$ cat src/rtl/uart_rx_frame_ctrl.sv
// UART receive frame controller: hunts SYNC_BYTE, parses LEN/payload/checksum and streams the verified payload.
// Optional inter-byte timeout is compiled in with `define UART_FRAME_TIMEOUT_EN.
module uart_rx_frame_ctrl #(
    parameter int         MAX_LEN        = 16,
    parameter logic [7:0] SYNC_BYTE      = 8'hA5,
    parameter int         TIMEOUT_CYCLES = 100_000
) (
    input  logic       clk,
    input  logic       resetn,
    input  logic       ctrl_en,
    input  logic       rx_valid,
    input  logic [7:0] rx_data,
    input  logic       rx_break,
    output logic       uart_rx_en,
    output logic       frm_valid,
    input  logic       frm_ready,
    output logic [7:0] frm_data,
    output logic       frm_last,
    output logic [7:0] frm_len,
    output logic       busy,
    output logic       err_csum,
    output logic       err_len,
    output logic       err_ovr,
    output logic       err_tmo
);

    localparam int         PW       = $clog2(MAX_LEN) + 1;
    localparam int         AW       = (PW > 1) ? PW - 1 : 1;
    localparam logic [7:0] LEN_MAX8 = 8'(MAX_LEN);

    if (MAX_LEN < 1 || MAX_LEN > 255 || TIMEOUT_CYCLES < 2) begin : g_bad_param
        $error("uart_rx_frame_ctrl: MAX_LEN must be 1..255 and TIMEOUT_CYCLES >= 2");
    end

    typedef enum logic [2:0] {
        S_HUNT,
        S_LEN,
        S_PAYLOAD,
        S_CSUM,
        S_DRAIN
    } state_t;

    state_t          r_state;
    logic [PW-1:0]   r_wptr;
    logic [PW-1:0]   r_rptr;
    logic [7:0]      r_sum;
    logic [7:0]      r_len;
    logic [7:0]      r_frm_data;
    logic            r_frm_valid;
    logic            r_frm_last;
    logic            r_busy;
    logic            r_err_csum;
    logic            r_err_len;
    logic            r_err_ovr;
    logic [7:0]      r_buf [0:MAX_LEN-1];

    logic            w_abort;
    logic [PW-1:0]   w_wptr_nxt;
    logic [PW-1:0]   w_rptr_nxt;
    logic            w_pay_done;
    logic            w_rd_last_nxt;
    logic [7:0]      w_sum_nxt;
    logic            w_len_ok;
    logic            w_hs;

    // Disable and BREAK both discard the frame silently and outrank any byte in the same cycle.
    assign w_abort       = !ctrl_en || rx_break;
    assign w_wptr_nxt    = r_wptr + PW'(1);
    assign w_rptr_nxt    = r_rptr + PW'(1);
    assign w_pay_done    = (8'(w_wptr_nxt) == r_len);
    assign w_rd_last_nxt = (8'(w_rptr_nxt) == r_len - 8'd1);
    assign w_sum_nxt     = r_sum + rx_data;
    assign w_len_ok      = (rx_data != 8'd0) && (rx_data <= LEN_MAX8);
    assign w_hs          = r_frm_valid && frm_ready;

`ifdef UART_FRAME_TIMEOUT_EN
    localparam int          TW       = $clog2(TIMEOUT_CYCLES) + 1;
    localparam logic [TW-1:0] TMO_LAST = TW'(TIMEOUT_CYCLES - 1);

    logic [TW-1:0] r_tmo_cnt;
    logic          r_err_tmo;
    logic          w_tmo_active;
    logic          w_tmo;

    assign w_tmo_active = (r_state == S_LEN) || (r_state == S_PAYLOAD) || (r_state == S_CSUM);
    assign w_tmo        = w_tmo_active && !rx_valid && (r_tmo_cnt == TMO_LAST);

    always_ff @(posedge clk) begin
        if (!resetn || w_abort || !w_tmo_active || rx_valid || w_tmo) begin
            r_tmo_cnt <= '0;
        end else begin
            r_tmo_cnt <= r_tmo_cnt + TW'(1);
        end
    end

    assign err_tmo = r_err_tmo;
`else
    assign err_tmo = 1'b0;
`endif

    // Payload storage carries no reset; only bytes written this frame are ever read back.
    always_ff @(posedge clk) begin
        if (!w_abort && rx_valid && r_state == S_PAYLOAD) begin
            r_buf[r_wptr[AW-1:0]] <= rx_data;
        end
    end

    always_ff @(posedge clk) begin
        if (!resetn) begin
            r_state     <= S_HUNT;
            r_wptr      <= '0;
            r_rptr      <= '0;
            r_sum       <= 8'd0;
            r_len       <= 8'd0;
            r_frm_data  <= 8'd0;
            r_frm_valid <= 1'b0;
            r_frm_last  <= 1'b0;
            r_busy      <= 1'b0;
            r_err_csum  <= 1'b0;
            r_err_len   <= 1'b0;
            r_err_ovr   <= 1'b0;
`ifdef UART_FRAME_TIMEOUT_EN
            r_err_tmo   <= 1'b0;
`endif
        end else begin
            r_err_csum <= 1'b0;
            r_err_len  <= 1'b0;
            r_err_ovr  <= 1'b0;
`ifdef UART_FRAME_TIMEOUT_EN
            r_err_tmo  <= 1'b0;
`endif
            if (w_abort) begin
                r_state     <= S_HUNT;
                r_wptr      <= '0;
                r_rptr      <= '0;
                r_sum       <= 8'd0;
                r_frm_valid <= 1'b0;
                r_frm_last  <= 1'b0;
                r_busy      <= 1'b0;
            end
`ifdef UART_FRAME_TIMEOUT_EN
            else if (w_tmo) begin
                r_state   <= S_HUNT;
                r_busy    <= 1'b0;
                r_err_tmo <= 1'b1;
            end
`endif
            else begin
                case (r_state)
                    S_HUNT: begin
                        if (rx_valid && rx_data == SYNC_BYTE) begin
                            r_state <= S_LEN;
                            r_busy  <= 1'b1;
                        end
                    end
                    S_LEN: begin
                        if (rx_valid) begin
                            if (w_len_ok) begin
                                r_len   <= rx_data;
                                r_sum   <= rx_data;
                                r_wptr  <= '0;
                                r_state <= S_PAYLOAD;
                            end else begin
                                r_err_len <= 1'b1;
                                r_state   <= S_HUNT;
                                r_busy    <= 1'b0;
                            end
                        end
                    end
                    S_PAYLOAD: begin
                        if (rx_valid) begin
                            r_wptr <= w_wptr_nxt;
                            r_sum  <= w_sum_nxt;
                            if (w_pay_done) begin
                                r_state <= S_CSUM;
                            end
                        end
                    end
                    S_CSUM: begin
                        if (rx_valid) begin
                            if (w_sum_nxt == 8'd0) begin
                                r_state     <= S_DRAIN;
                                r_rptr      <= '0;
                                r_frm_valid <= 1'b1;
                                r_frm_data  <= r_buf[0];
                                r_frm_last  <= (r_len == 8'd1);
                            end else begin
                                r_err_csum <= 1'b1;
                                r_state    <= S_HUNT;
                                r_busy     <= 1'b0;
                            end
                        end
                    end
                    S_DRAIN: begin
                        if (rx_valid) begin
                            r_err_ovr <= 1'b1;
                        end
                        // Next byte is preloaded on each handshake so a held-high ready drains without bubbles.
                        if (w_hs) begin
                            if (r_frm_last) begin
                                r_frm_valid <= 1'b0;
                                r_frm_last  <= 1'b0;
                                r_state     <= S_HUNT;
                                r_busy      <= 1'b0;
                            end else begin
                                r_rptr     <= w_rptr_nxt;
                                r_frm_data <= r_buf[w_rptr_nxt[AW-1:0]];
                                r_frm_last <= w_rd_last_nxt;
                            end
                        end
                    end
                    default: begin
                        r_state <= S_HUNT;
                        r_busy  <= 1'b0;
                    end
                endcase
            end
        end
    end

    assign uart_rx_en = ctrl_en;
    assign frm_valid  = r_frm_valid;
    assign frm_data   = r_frm_data;
    assign frm_last   = r_frm_last;
    assign frm_len    = r_len;
    assign busy       = r_busy;
    assign err_csum   = r_err_csum;
    assign err_len    = r_err_len;
    assign err_ovr    = r_err_ovr;

endmodule
$ cat config.mk
export PLATFORM = sky130hd
export DESIGN_NAME = uart_rx_frame_ctrl
export DESIGN_NICKNAME = d
export VERILOG_FILES = /design/src/rtl/uart_rx_frame_ctrl.sv
export SDC_FILE = /design/constraint.sdc
export NUM_CORES = 1
export LEC_CHECK = 0
export ABC_AREA = 1
export BUFFER_PORTS_ARGS = -buffer_cell sky130_fd_sc_hd__buf_2
export CAP_MARGIN = 40
export CELL_PAD_IN_SITES_DETAIL_PLACEMENT = 1
export CELL_PAD_IN_SITES_GLOBAL_PLACEMENT = 1
export CORE_AREA = 2 2 129 131
export CTS_CLUSTER_DIAMETER = 80
export DETAILED_ROUTE_END_ITERATION = 8
export DIE_AREA = 0 0 131 133
export GPL_ROUTABILITY_DRIVEN = 0
export PLACE_DENSITY = 0.79
export SETUP_SLACK_MARGIN = 0.1
export SLEW_MARGIN = 20
export SYNTH_ARGS = -nofsm -noshare
export SYNTH_HDL_FRONTEND = slang
export SYNTH_SLANG_ARGS = --single-unit
$ cat constraint.sdc
create_clock -name clk -period 5.75 [get_ports clk]
set_input_delay 0.8625 -clock clk [delete_from_list [all_inputs] [get_ports clk]]
set_output_delay 0.8625 -clock clk [all_outputs]
set_load 0.01 [all_outputs]
==> impl_metrics.json <==
{
  "status": "finished clean",
  "grt_max_degree": 68,
  "drtPass1Iterations": 5,
  "syn-cell-area_mm2": 0.00785,
  "ios": 38,
  "setup_tns_ns": 0,
  "async_reset_ff_frac": 0,
  "nets": 884,
  "synthTopCellsByCount": "149 x nor2_1, 141 x nand2_1, 128 x edfxtp_1",
  "hold_violations": 0,
  "final_cells": 1088,
  "rsz0062_at_grt": "false",
  "die_y_um": 133,
  "utilization": 0.549,
  "synthesis.nets": 849,
  "critPathCaptureType": "flop",
  "grt_pass1_wl_mm": 34.8,
  "pwr_density_cell_mw_per_mm2": 290,
  "row_count": 47,
  "maxCapViolations": 0,
  "synth-seq-cells": 171,
  "dpl.cell_count": 1047,
  "dp_slack_ns": 2.32,
  "grt_usage": 0.269,
  "critPathLaunchType": "input pin",
  "synth_warnings": 0,
  "htree_num_levels": 4,
  "fin_ws_ns": 2.74,
  "antenna_cells": 0,
  "worstHoldPathType": "flop to flop",
  "worst_pin_slew_ns": 0.862,
  "synth_area_leader_cell": "edfxtp_1",
  "netlist_instances": 820,
  "slowest_stage": "fa_1",
  "post-route-period-util": 0.524,
  "fin_hold_ws_ns": 0.470,
  "period_minus_slack_ns": 3.01,
  "cts_tree": "done",
  "power.leakage_nw": 3.35,
  "relSlewSlack": 0.423,
  "slew_viol_final": 0,
  "grt_pass1_vias": 6455,
  "wl_mm": 22.5,
  "cts_resized": 0,
  "ys_types": 39,
  "critPathKind": "input pin to flop",
  "max_stage_delay_ns": 0.39,
  "synth-main-ff-cell": "edfxtp_1",
  "critPathArrivalTime_ns": 3.38,
  "path_clk_slew_ns": 0.06,
  "synth_edf_count": 128,
  "cpMostUsedCell": "nand2_1",
  "antenna_found_initial": 0,
  "critPathRequiredTime_ns": 6.11,
  "routed_via_density": 5.70,
  "fmax_mhz": 332,
  "insertion_delay_ns": 0.43,
  "vias": 6207,
  "initial_core_util": 0.486,
  "grt_overflow": 0,
  "clockBufferDepth": 2,
  "synth_most_common_cell": "nor2_1",
  "drive_above_1_share": 0.119,
  "dpl.hpwl_mm": 14.7,
  "dieWidth_um": 131,
  "wl_per_cell_um": 20.6,
  "crit_chain": "buf_2 -> ha_1 -> inv_1 -> fa_1 -> inv_1 -> nand2_1 -> nand2_1 -> nand3_1 -> nand3_1 -> nand2_1 -> nor2_1 -> nand2_1 -> nand2_2 -> nand3_4 -> nand2_1 -> nand2_1 -> nor2_1",
  "yosysSeqAreaShare": 0.599,
  "cp_max_fo": 21,
  "cts_root_buf": "clkbuf_16",
  "drt_iter0_drc": 475,
  "skew_ns": 0.0126,
  "fill_cells": 1838,
  "cts_setup_buffers": 0,
  "netlist.area_leader.share": 0.489,
  "coreArea_mm2": 0.0162,
  "postRouteAntennaNets": 0,
  "cts_buffers": 17,
  "syn_avg_cell_area_um2": 9.58,
  "ir_drop_mv": 0.194,
  "syn2layout_area_growth_pct": 13.1,
  "numClockSinks": 171,
  "port_buffers": 36,
  "cts_hold_buf": 0,
  "finalSetupViolCount": 0,
  "yosys-top-cells-area": "edfxtp_1 49%, dfxtp_1 11%, nor2_1 7.1%",
  "drc": 0,
  "die_area_mm2": 0.0174
}
==> where the power goes <==
group / switching, mW / internal, mW
Combinational: 0.0409 / 0.0110
Sequential: 0.00000927 / 1.32
Clock: 0.479 / 0.719
==> cell families (layout without fill, tap and decap cells) <==
logic type,after synthesis,in the layout,synth area share
AO/OA/AOI/OAI,162,162,0.121
flip-flops,171,171,0.599
AND/OR/NAND/NOR,355,355,0.185
buffers and inverters,104,152,0.0546
other,1,1,0.000477
XOR/XNOR,12,12,0.0153
adder cells (fa/ha/maj),15,15,0.0249
==> flip-flops by register name, summed over array words and instances, names as in the netlist <==
signal,cells
busy,1
err_ovr,1
frm_data,8
r_rptr,5
err_len,1
r_wptr,5
frm_len,8
frm_last,1
r_sum,8
r_state,3
frm_valid,1
err_csum,1
r_buf,128
==> layer usage <==
layer  track usage  wire length, um  vias to the layer above
met3        0.0473              957                       48
met4         0.112              701                        0
met1         0.337             9210                     3098
li1              -                -                     2887
met2         0.457            11600                      174
met5             0                0                        -
==> stage by stage <==
step	area [um2]	total power, mW
floorplan	7850	1.37
global placement	8170	1.40
detailed placement	8200	1.40
CTS	8810	2.58
global route	8880	2.64
finish	8880	2.57
==> cell usage in the layout, fill, tap and decap left out, types with 3 or more instances in the layout <==
cell type and instances:
o21ai_1 19, xnor2_1 5, o211ai_1 23, nand3_1 42, o21ai_0 67, bufinv_16 3
nor3_1 6, nor2_1 149, o221ai_1 14, dfxtp_1 42, clkbuf_8 3, clkbuf_16 17
o22ai_1 8, xor2_1 5, inv_1 57, ha_1 13, nand2_1 141, buf_4 14
nand4_1 6, edfxtp_1 128, clkinv_4 3, buf_2 37, a21oi_1 21, a31oi_1 6
inv_2 9
==> worst max-delay path: cells and delay by family <==
family	cells	cell delay, ns
adders and majority gates	2	0.63
and+or+nand+nor	12	1.39
buffers and inverters	3	0.47
==> final cells by class <==
| class | count | area [um2] | area share |
|---|---|---|---|
| Clock buffer | 22 | 474 | 0.0534 |
| Clock inverter | 10 | 141 | 0.0159 |
| Inverter | 68 | 255 | 0.0287 |
| Multi-Input combinational cell | 545 | 2730 | 0.307 |
| Sequential cell | 171 | 4710 | 0.530 |
| Tap cell | 220 | 275 | 0.0310 |
| Timing Repair Buffer | 52 | 302 | 0.0340 |
==> worst paths after layout <==
check                               endpoint  cells after the start        from  slack (ns)
worst min register to register          busy                      2        busy        0.47
worst min-delay path                    busy                      2        busy        0.47
worst max register to register  r_buf[14][5]                      7  r_state[2]        3.06
worst max-delay path             frm_data[2]                     17  rx_data[0]        2.74
Note: power is estimated with default switching activity, not from simulation.
